<file path="config.mk">
export PLATFORM = sky130hd
export DESIGN_NAME = self_test_scheduler
export DESIGN_NICKNAME = d
export VERILOG_FILES = /design/src/rtl/self_test_scheduler.sv
export SDC_FILE = /design/constraint.sdc
export NUM_CORES = 1
export LEC_CHECK = 0
export CAP_MARGIN = 15
export CELL_PAD_IN_SITES_DETAIL_PLACEMENT = 0
export CELL_PAD_IN_SITES_GLOBAL_PLACEMENT = 1
export CORE_MARGIN = 10
export CORE_UTILIZATION = 41
export CTS_CLUSTER_SIZE = 12
export DETAILED_ROUTE_END_ITERATION = 10
export PLACE_DENSITY = 0.87
export SYNTH_ARGS = -nofsm -noshare
export SYNTH_HDL_FRONTEND = slang
export SYNTH_SLANG_ARGS = --single-unit
export TNS_END_PERCENT = 20
</file>
<file path="constraint.sdc">
create_clock -name clock -period 3.1 [get_ports clock]
set_input_delay 0.31 -clock clock [delete_from_list [all_inputs] [get_ports clock]]
set_output_delay 0.31 -clock clock [all_outputs]
set_load 0.01 [all_outputs]
</file>
<file path="src/rtl/self_test_scheduler.sv">
// self_test_scheduler: shares one self-test FSM between N_REQ requesters.
// Requests are arbitrated round-robin. Each granted run gets a one-cycle start
// pulse and a completion wait bounded by a timeout. The requester then receives
// a one-cycle ack with pass/timeout flags, and saturating statistics are kept.
// An idle gap is enforced between consecutive runs.
module self_test_scheduler #(
    parameter int N_REQ          = 4,
    parameter int TIMEOUT_CYCLES = 1024,
    parameter int GAP_CYCLES     = 8,
    parameter int CNT_W          = 16
) (
    input  logic                       clock,
    input  logic                       reset,
    input  logic [N_REQ-1:0]           req,
    output logic [N_REQ-1:0]           ack,
    output logic                       result_ok,
    output logic                       result_timeout,
    output logic                       st_start,
    input  logic                       st_done,
    input  logic                       st_pass,
    output logic                       busy,
    output logic [$clog2(N_REQ)-1:0]   active_id,
    input  logic                       clear_cnt,
    output logic [CNT_W-1:0]           pass_cnt,
    output logic [CNT_W-1:0]           fail_cnt,
    output logic [CNT_W-1:0]           timeout_cnt
);

    localparam int ID_W    = $clog2(N_REQ);
    localparam int TMR_MAX = (TIMEOUT_CYCLES > GAP_CYCLES) ? TIMEOUT_CYCLES : GAP_CYCLES;
    localparam int TMR_W   = $clog2(TMR_MAX + 1);

    typedef enum logic [2:0] {
        S_IDLE   = 3'd0,
        S_START  = 3'd1,
        S_WAIT   = 3'd2,
        S_REPORT = 3'd3,
        S_GAP    = 3'd4
    } state_t;

    state_t                 state_r;
    state_t                 next_state_s;
    logic [ID_W-1:0]        ptr_r;
    logic [ID_W-1:0]        active_id_r;
    logic [TMR_W-1:0]       timer_r;
    logic [N_REQ-1:0]       ack_r;
    logic                   ok_r;
    logic                   to_r;
    logic                   st_start_r;
    logic                   busy_r;
    logic [CNT_W-1:0]       pass_cnt_r;
    logic [CNT_W-1:0]       fail_cnt_r;
    logic [CNT_W-1:0]       timeout_cnt_r;

    logic [ID_W-1:0]        grant_s;
    logic                   any_req_s;
    logic                   expire_s;
    logic [N_REQ-1:0]       ack_s;
    logic                   ok_s;
    logic                   to_s;
    logic                   st_start_s;
    logic                   busy_s;
    logic [ID_W-1:0]        ptr_next_s;

    // First requester at or after the pointer, wrapping modulo N_REQ.
    function automatic logic [ID_W-1:0] rr_pick(input logic [N_REQ-1:0] r,
                                                input logic [ID_W-1:0]  p);
        logic [ID_W-1:0] pick;
        logic            found;
        int              idx;
        pick  = {ID_W{1'b0}};
        found = 1'b0;
        for (int i = 0; i < N_REQ; i++) begin
            idx = (int'(p) + i) % N_REQ;
            if (!found && r[idx[ID_W-1:0]]) begin
                found = 1'b1;
                pick  = idx[ID_W-1:0];
            end else begin
                found = found;
            end
        end
        return pick;
    endfunction

    // Increment that holds at the all-ones ceiling.
    function automatic logic [CNT_W-1:0] sat_inc(input logic [CNT_W-1:0] v);
        return (v == {CNT_W{1'b1}}) ? v : v + CNT_W'(1);
    endfunction

    // Arbitration and timer-expiry decode.
    always_comb begin
        grant_s    = rr_pick(req, ptr_r);
        any_req_s  = |req;
        expire_s   = (timer_r <= TMR_W'(1));
        ptr_next_s = (active_id_r == ID_W'(N_REQ - 1)) ? {ID_W{1'b0}} : active_id_r + ID_W'(1);
    end

    // State register.
    always_ff @(posedge clock or negedge reset) begin
        if (!reset) begin
            state_r <= S_IDLE;
        end else begin
            state_r <= next_state_s;
        end
    end

    // Next-state logic; a done pulse beats a simultaneous timer expiry.
    always_comb begin
        next_state_s = state_r;
        case (state_r)
            S_IDLE: begin
                if (any_req_s) begin
                    next_state_s = S_START;
                end else begin
                    next_state_s = S_IDLE;
                end
            end
            S_START:  next_state_s = S_WAIT;
            S_WAIT: begin
                if (st_done || expire_s) begin
                    next_state_s = S_REPORT;
                end else begin
                    next_state_s = S_WAIT;
                end
            end
            S_REPORT: next_state_s = S_GAP;
            S_GAP: begin
                if (expire_s) begin
                    next_state_s = S_IDLE;
                end else begin
                    next_state_s = S_GAP;
                end
            end
            default:  next_state_s = S_IDLE;
        endcase
    end

    // Next values of the registered outputs, decoded from the current state.
    always_comb begin
        ack_s      = {N_REQ{1'b0}};
        ok_s       = 1'b0;
        to_s       = 1'b0;
        st_start_s = 1'b0;
        busy_s     = (next_state_s != S_IDLE);
        case (state_r)
            S_IDLE: begin
                if (any_req_s) begin
                    st_start_s = 1'b1;
                end else begin
                    st_start_s = 1'b0;
                end
            end
            S_WAIT: begin
                if (st_done) begin
                    ack_s = {{(N_REQ-1){1'b0}}, 1'b1} << active_id_r;
                    ok_s  = st_pass;
                end else if (expire_s) begin
                    ack_s = {{(N_REQ-1){1'b0}}, 1'b1} << active_id_r;
                    to_s  = 1'b1;
                end else begin
                    ack_s = {N_REQ{1'b0}};
                end
            end
            default: begin
                ack_s = {N_REQ{1'b0}};
            end
        endcase
    end

    // Grant capture, round-robin pointer and shared wait/gap timer.
    always_ff @(posedge clock or negedge reset) begin
        if (!reset) begin
            active_id_r <= {ID_W{1'b0}};
            ptr_r       <= {ID_W{1'b0}};
            timer_r     <= {TMR_W{1'b0}};
        end else begin
            case (state_r)
                S_IDLE: begin
                    if (any_req_s) begin
                        active_id_r <= grant_s;
                    end
                end
                S_START: timer_r <= TMR_W'(TIMEOUT_CYCLES);
                S_WAIT, S_GAP: begin
                    if (timer_r != {TMR_W{1'b0}}) begin
                        timer_r <= timer_r - TMR_W'(1);
                    end
                end
                S_REPORT: begin
                    ptr_r   <= ptr_next_s;
                    timer_r <= TMR_W'(GAP_CYCLES);
                end
                default: timer_r <= {TMR_W{1'b0}};
            endcase
        end
    end

    // Output registers.
    always_ff @(posedge clock or negedge reset) begin
        if (!reset) begin
            ack_r      <= {N_REQ{1'b0}};
            ok_r       <= 1'b0;
            to_r       <= 1'b0;
            st_start_r <= 1'b0;
            busy_r     <= 1'b0;
        end else begin
            ack_r      <= ack_s;
            ok_r       <= ok_s;
            to_r       <= to_s;
            st_start_r <= st_start_s;
            busy_r     <= busy_s;
        end
    end

    // Saturating statistics, updated from the latched verdict during REPORT; clear has priority.
    always_ff @(posedge clock or negedge reset) begin
        if (!reset) begin
            pass_cnt_r    <= {CNT_W{1'b0}};
            fail_cnt_r    <= {CNT_W{1'b0}};
            timeout_cnt_r <= {CNT_W{1'b0}};
        end else if (clear_cnt) begin
            pass_cnt_r    <= {CNT_W{1'b0}};
            fail_cnt_r    <= {CNT_W{1'b0}};
            timeout_cnt_r <= {CNT_W{1'b0}};
        end else if (state_r == S_REPORT) begin
            if (ok_r) begin
                pass_cnt_r <= sat_inc(pass_cnt_r);
            end else begin
                fail_cnt_r <= sat_inc(fail_cnt_r);
            end
            if (to_r) begin
                timeout_cnt_r <= sat_inc(timeout_cnt_r);
            end
        end
    end

    assign ack            = ack_r;
    assign result_ok      = ok_r;
    assign result_timeout = to_r;
    assign st_start       = st_start_r;
    assign busy           = busy_r;
    assign active_id      = active_id_r;
    assign pass_cnt       = pass_cnt_r;
    assign fail_cnt       = fail_cnt_r;
    assign timeout_cnt    = timeout_cnt_r;

endmodule

</file>
After elaboration in Yosys (flattened, before gate mapping)
Index checks and enable logic that the tools add are counted.
{"block": "word_totals", "ff_bits": 74}
{"block": "op_classes", "n_addsub": 8, "order_cmp": 5, "n_eq_ne": 13, "shift": 1, "n_mux": 44, "bitwise_logic": 1, "reduce_logical": 20}
{"op": "16-bit 2-to-1 mux", "n": 12}
{"op": "16-bit by 1-bit adder with 16-bit output, second input constant", "n": 3}
{"op": "16-bit == test, second input constant", "n": 3}
{"op": "11-bit one-hot mux with 4 select lines", "n": 1}
{"op": "1-bit 2-to-1 mux", "n": 16}
{"op": "3-bit one-hot mux with 5 select lines", "n": 1}
{"op": "2-bit by 3-bit < comparator with 1-bit output, second input constant", "n": 4}
{"op": "4-bit 2-to-1 mux", "n": 3}
{"op": "11-bit by 1-bit <= comparator with 1-bit output, second input constant", "n": 1}
{"op": "11-bit 2-to-1 mux", "n": 1}
{"op": "11-bit nonzero test", "n": 1}
{"op": "11-bit by 1-bit subtractor with 11-bit output, second input constant", "n": 1}
{"op": "2-bit 2-to-1 mux", "n": 5}
{"op": "2-bit inequality test, second input constant", "n": 5}
{"op": "3-bit AND reduction", "n": 3}
{"op": "1-bit binary-select mux with 2-bit select", "n": 4}
{"op": "3-bit by 2-bit == test with 1-bit output, second input constant", "n": 2}
{"op": "2-bit nonzero test", "n": 3}
{"op": "2-bit by 1-bit adder with 2-bit output, second input constant", "n": 2}
{"op": "2-bit adder, second input constant", "n": 2}
{"op": "2-bit AND reduction", "n": 2}
{"op": "4-bit OR reduction", "n": 1}
{"op": "1-bit by 2-bit left shift with 4-bit output, first input constant", "n": 1}
{"op": "3-bit by 1-bit == test with 1-bit output, second input constant", "n": 1}
{"op": "10 further kinds", "n": 14}

Longest topological paths before layout
{"block": "depth", "word_depth": 12, "depth_mapped": 8, "depth_no_buf": 7}

Least setup slack after synthesis
No wires, ideal clock.
{"block": "synth_path", "path_kind": "reg2reg", "start": "reg timer_r[0]", "end": "reg timer_r[10]", "setup_ps": 123, "arrival_ps": 2258, "t_required_ps": 2977, "path_slack_ps": 719, "stages_incl_launch_ff": 9, "path_buffers": 1, "synth_period_minus_slack_ps": 2381, "path_cell_list": "dfrtp_1 inv_1 ha_1 or4b_1 or3_2 clkbuf_1 maj3_1 nor3_1 nor2_1"}
{"block": "synth_via", "elab_chain_cells": 3, "elab_cells_between_ends": 6, "classes_between": "add/sub: 1; eq/ne: 1; mux: 2; reduce/logical: 2"}
{"element": "start: declaration", "line_no": "45", "rtl": "logic [TMR_W-1:0] timer_r;"}
{"element": "start signal: assignment", "line_no": "175", "rtl": "timer_r <= {TMR_W{1'b0}};"}
{"element": "start signal: assignment", "line_no": "183", "rtl": "S_START: timer_r <= TMR_W'(TIMEOUT_CYCLES);"}
{"element": "start signal: assignment", "line_no": "186", "rtl": "timer_r <= timer_r - TMR_W'(1);"}
{"element": "11-bit by 1-bit subtractor with 11-bit output or 11-bit nonzero test (tied branches)", "line_no": "186, 185"}
{"element": "11-bit 2-to-1 mux or 2-bit inequality test (tied branches)"}
{"element": "11-bit one-hot mux with 4 select lines or 2-bit AND reduction (tied branches)"}
Parallel ways exist; a longest one is shown, timed or not. The select of a mux whose other input is x is not followed.
A chain may end at the register's enable or synchronous reset.

Worst setup path after layout
Ends and elaborated chain as after synthesis.

==> metrics.txt <==
Synth Instances 429; worst vdd ir 270 µV; Max clock buf depth 2; Synth Area in Simple Gates 25.5%; final setup fails 0; total setup buffers inserted after CTS 0; crit path launch type flip-flop; Post-Layout Cell Count 628; detailed placer's ending HPWL ~7100 µm; CTS H-tree lvls 3; YS warnings 0; Die ar. 0.0142 mm²; Final Util between 50% and 60%; average routed wire per standard cell 15.6 µm; status finished, final reports clean; total CTS buffers 9; Setup crit end kind flip-flop; largest family of logic cells by synthesized area simple AND/OR/NAND/NOR gates; Sink Count 74; largest net degree at the start of global routing 75; crit path time final 2490 ps; layout cells sized above 1 8.08%; setup ws final 612 ps; share of flip-flops with an asynchronous set or reset 100%; via count 3421; synth unique cells between 50 and 60; DP Cell Count 613; CTS tree done; Net Sw Frac a little over a third; first-pass GRT wire length 16900 µm; number of synthesized flops with an enable pin 0; Flop pwr share a little over two fifths; CTS Hold Bufs 0; min-delay worst type primary input to async pin; Worst slew margin 37.3%; PwrDens 604 mW/mm²; unrepaired setup endpoints after global routing no; final worst path period share 80.3%; Fillers 889; xor/xnor share of the synthesized area 9.11%; fin. max-slew vios 0; kind of critical path flip-flop to flip-flop; post-route setup TNS 0 ps; LEAKAGE between 2 and 2.5 nW; Initial Util between 40% and 50%; post-route ant nets 0; GRT overflow 0; TritonRoute pass-1 iters 4; compound-cell area share of the yosys netlist between 10% and 20%; Die Ht 119 µm; Clk pin slew, worst setup/hold paths 80 ps; sw power 1.09 mW; WHS roughly 100 ps; slew at the pin closest to its max-slew limit 940 ps; Power, Total 3.03 mW; Syn-to-layout area delta 24.2%; PortBufs 66; clk_lat worst skew 340 ps; Placed Instance Area 0.00481 mm²; Worst Path Max Fanout 7; Adder-Cell Fraction of Synth Area 3.59%; Syn Std Cell Area 0.00404 mm²; Comb power frac 31.6%; number of max-cap violations 0; Root Buffer clkbuf_8; mux share of post-synthesis cell area approximately 2.1%; Worst EP arrival between 2000 and 3000 ps; pre-CTS WS ~640 ps; sequential share of the synthesized area 45.9%; layout net count 510; GRT Overall Usage 13.9%; n_diodes 0; top_reg_cell synth dfrtp_1; PostCTS Resize Cnt 0; GP Congestion roughly 0.87; total wire length 9790 µm; Avg Vias per Cell 5.45; Rows 36; Yosys reg bits 74; net count after synthesis between 400 and 500; Critical Path RT 3330 ps; mean post-synth cell area 9.41 µm²; Pint 1.94 mW; initial antenna violation count 0; Max Fclk 402 MHz; core area 0.00968 mm²; chip width approximately 120 µm; number of global-route vias before repair 3435; Clock Power Share 25.6%; initial DRC count 188; IO Count 67; post-route cell area 0.00501 mm²; Final Skew 9.17 ps; DR DRC count 0; Fin. Hold Viols 0
==> cells by family after synthesis <==
kind of cell             Yosys count
AND/OR/NAND/NOR                  195
flip-flops                        74
buffers and inverters             26
adder cells (fa/ha/maj)           12
multiplexers                       8
XOR/XNOR                          42
AO/OA/AOI/OAI                     72
==> state kept, by name (all words and copies together), names as in the netlist <==
signal          count
result_ok           1
timer_r            11
result_timeout      1
busy                1
state_r             3
st_start            1
fail_cnt           16
ack                 4
ptr_r               2
pass_cnt           16
timeout_cnt        16
active_id           2
==> synthesized netlist by cell type, types with 4 or more instances <==
cell       instances  share of area [%]
a21oi_1           22                2.7
a31o_2             4               0.87
a31oi_1            4               0.62
and2_2             4               0.74
and3_1             9                1.4
and4_1             5                1.1
clkbuf_1          15                1.4
dfrtp_1           74                 46
ha_1              10                3.1
inv_1              9               0.84
mux2_2             4                1.1
mux2i_1            4               0.99
nand2_1           18                1.7
nand3_1           21                2.6
nand4_1           12                1.9
nor2_1            68                6.3
nor3_1            11                1.4
nor4_1            10                1.5
o2111ai_1          5                1.1
o211ai_1           6                1.1
o21ai_0           15                1.9
or2_2              5               0.77
or4_1              6                1.1
xnor2_1           15                3.3
xor2_1            27                5.9
==> cell usage in the layout (no fill, tap or decap), types with 11 or more instances in the layout <==
cell type | synthesis | final
dfrtp_1 | 74 | 74
nor2_1 | 68 | 68
clkdlybuf4s50_1 | 0 | 65
xor2_1 | 27 | 27
a21oi_1 | 22 | 22
nand3_1 | 21 | 21
nand2_1 | 18 | 18
xnor2_1 | 15 | 15
o21ai_0 | 15 | 15
nand4_1 | 12 | 12
nor3_1 | 11 | 11
clkbuf_8 | 0 | 11
==> area by class of cell <==
type                       count  area (µm²)  area share (%)
multi-input combinational    329        2090            41.6
sequential                    74        1850            36.9
timing repair buffer          68         673            13.4
tap                          133         166            3.32
clock buffer                  11         151            3.02
clock inverter                 4        51.3            1.02
inverter                       9        33.8           0.674
==> metal layers <==
metal,vias to the layer above,global-route usage (%),routed length (µm)
met5,-,0,0
met4,0,4.43,93
met3,11,3.26,558
met2,92,22.8,4680
met1,1647,17.9,4460
li1,1671,-,-
==> critical path, cell delays in order (launching register included) <==
cell,delay (ps)
dfrtp_1,440
inv_1,130
ha_1,160
or4b_1,540
or3_2,540
maj3_1,370
nor3_1,140
nor2_1,60
==> worst paths after layout <==
path	to	start	cells after the start	slack [ps]
setup / recovery	timer_r[10]	timer_r[0]	7	610
hold / removal	fail_cnt[5]	reset	1	100
setup reg to reg	timer_r[10]	timer_r[0]	7	610
hold reg to reg	active_id[1]	active_id[1]	2	570
max in group asynchronous	fail_cnt[8]	reset	1	2390
min in group clock	active_id[1]	active_id[1]	2	570
==> power groups by stage <==
stage | Combinational, mW | Sequential (mW) | Clock, mW
3_3_place_gp | 0.935 | 1.30 | 0
4_1_cts | 0.963 | 1.29 | 0.797
6_report | 0.959 | 1.30 | 0.776
5_1_grt | 1.09 | 1.32 | 0.840
3_5_place_dp | 0.960 | 1.31 | 0
2_1_floorplan | 0.738 | 1.23 | 0
(Power assumes the default switching activity.)
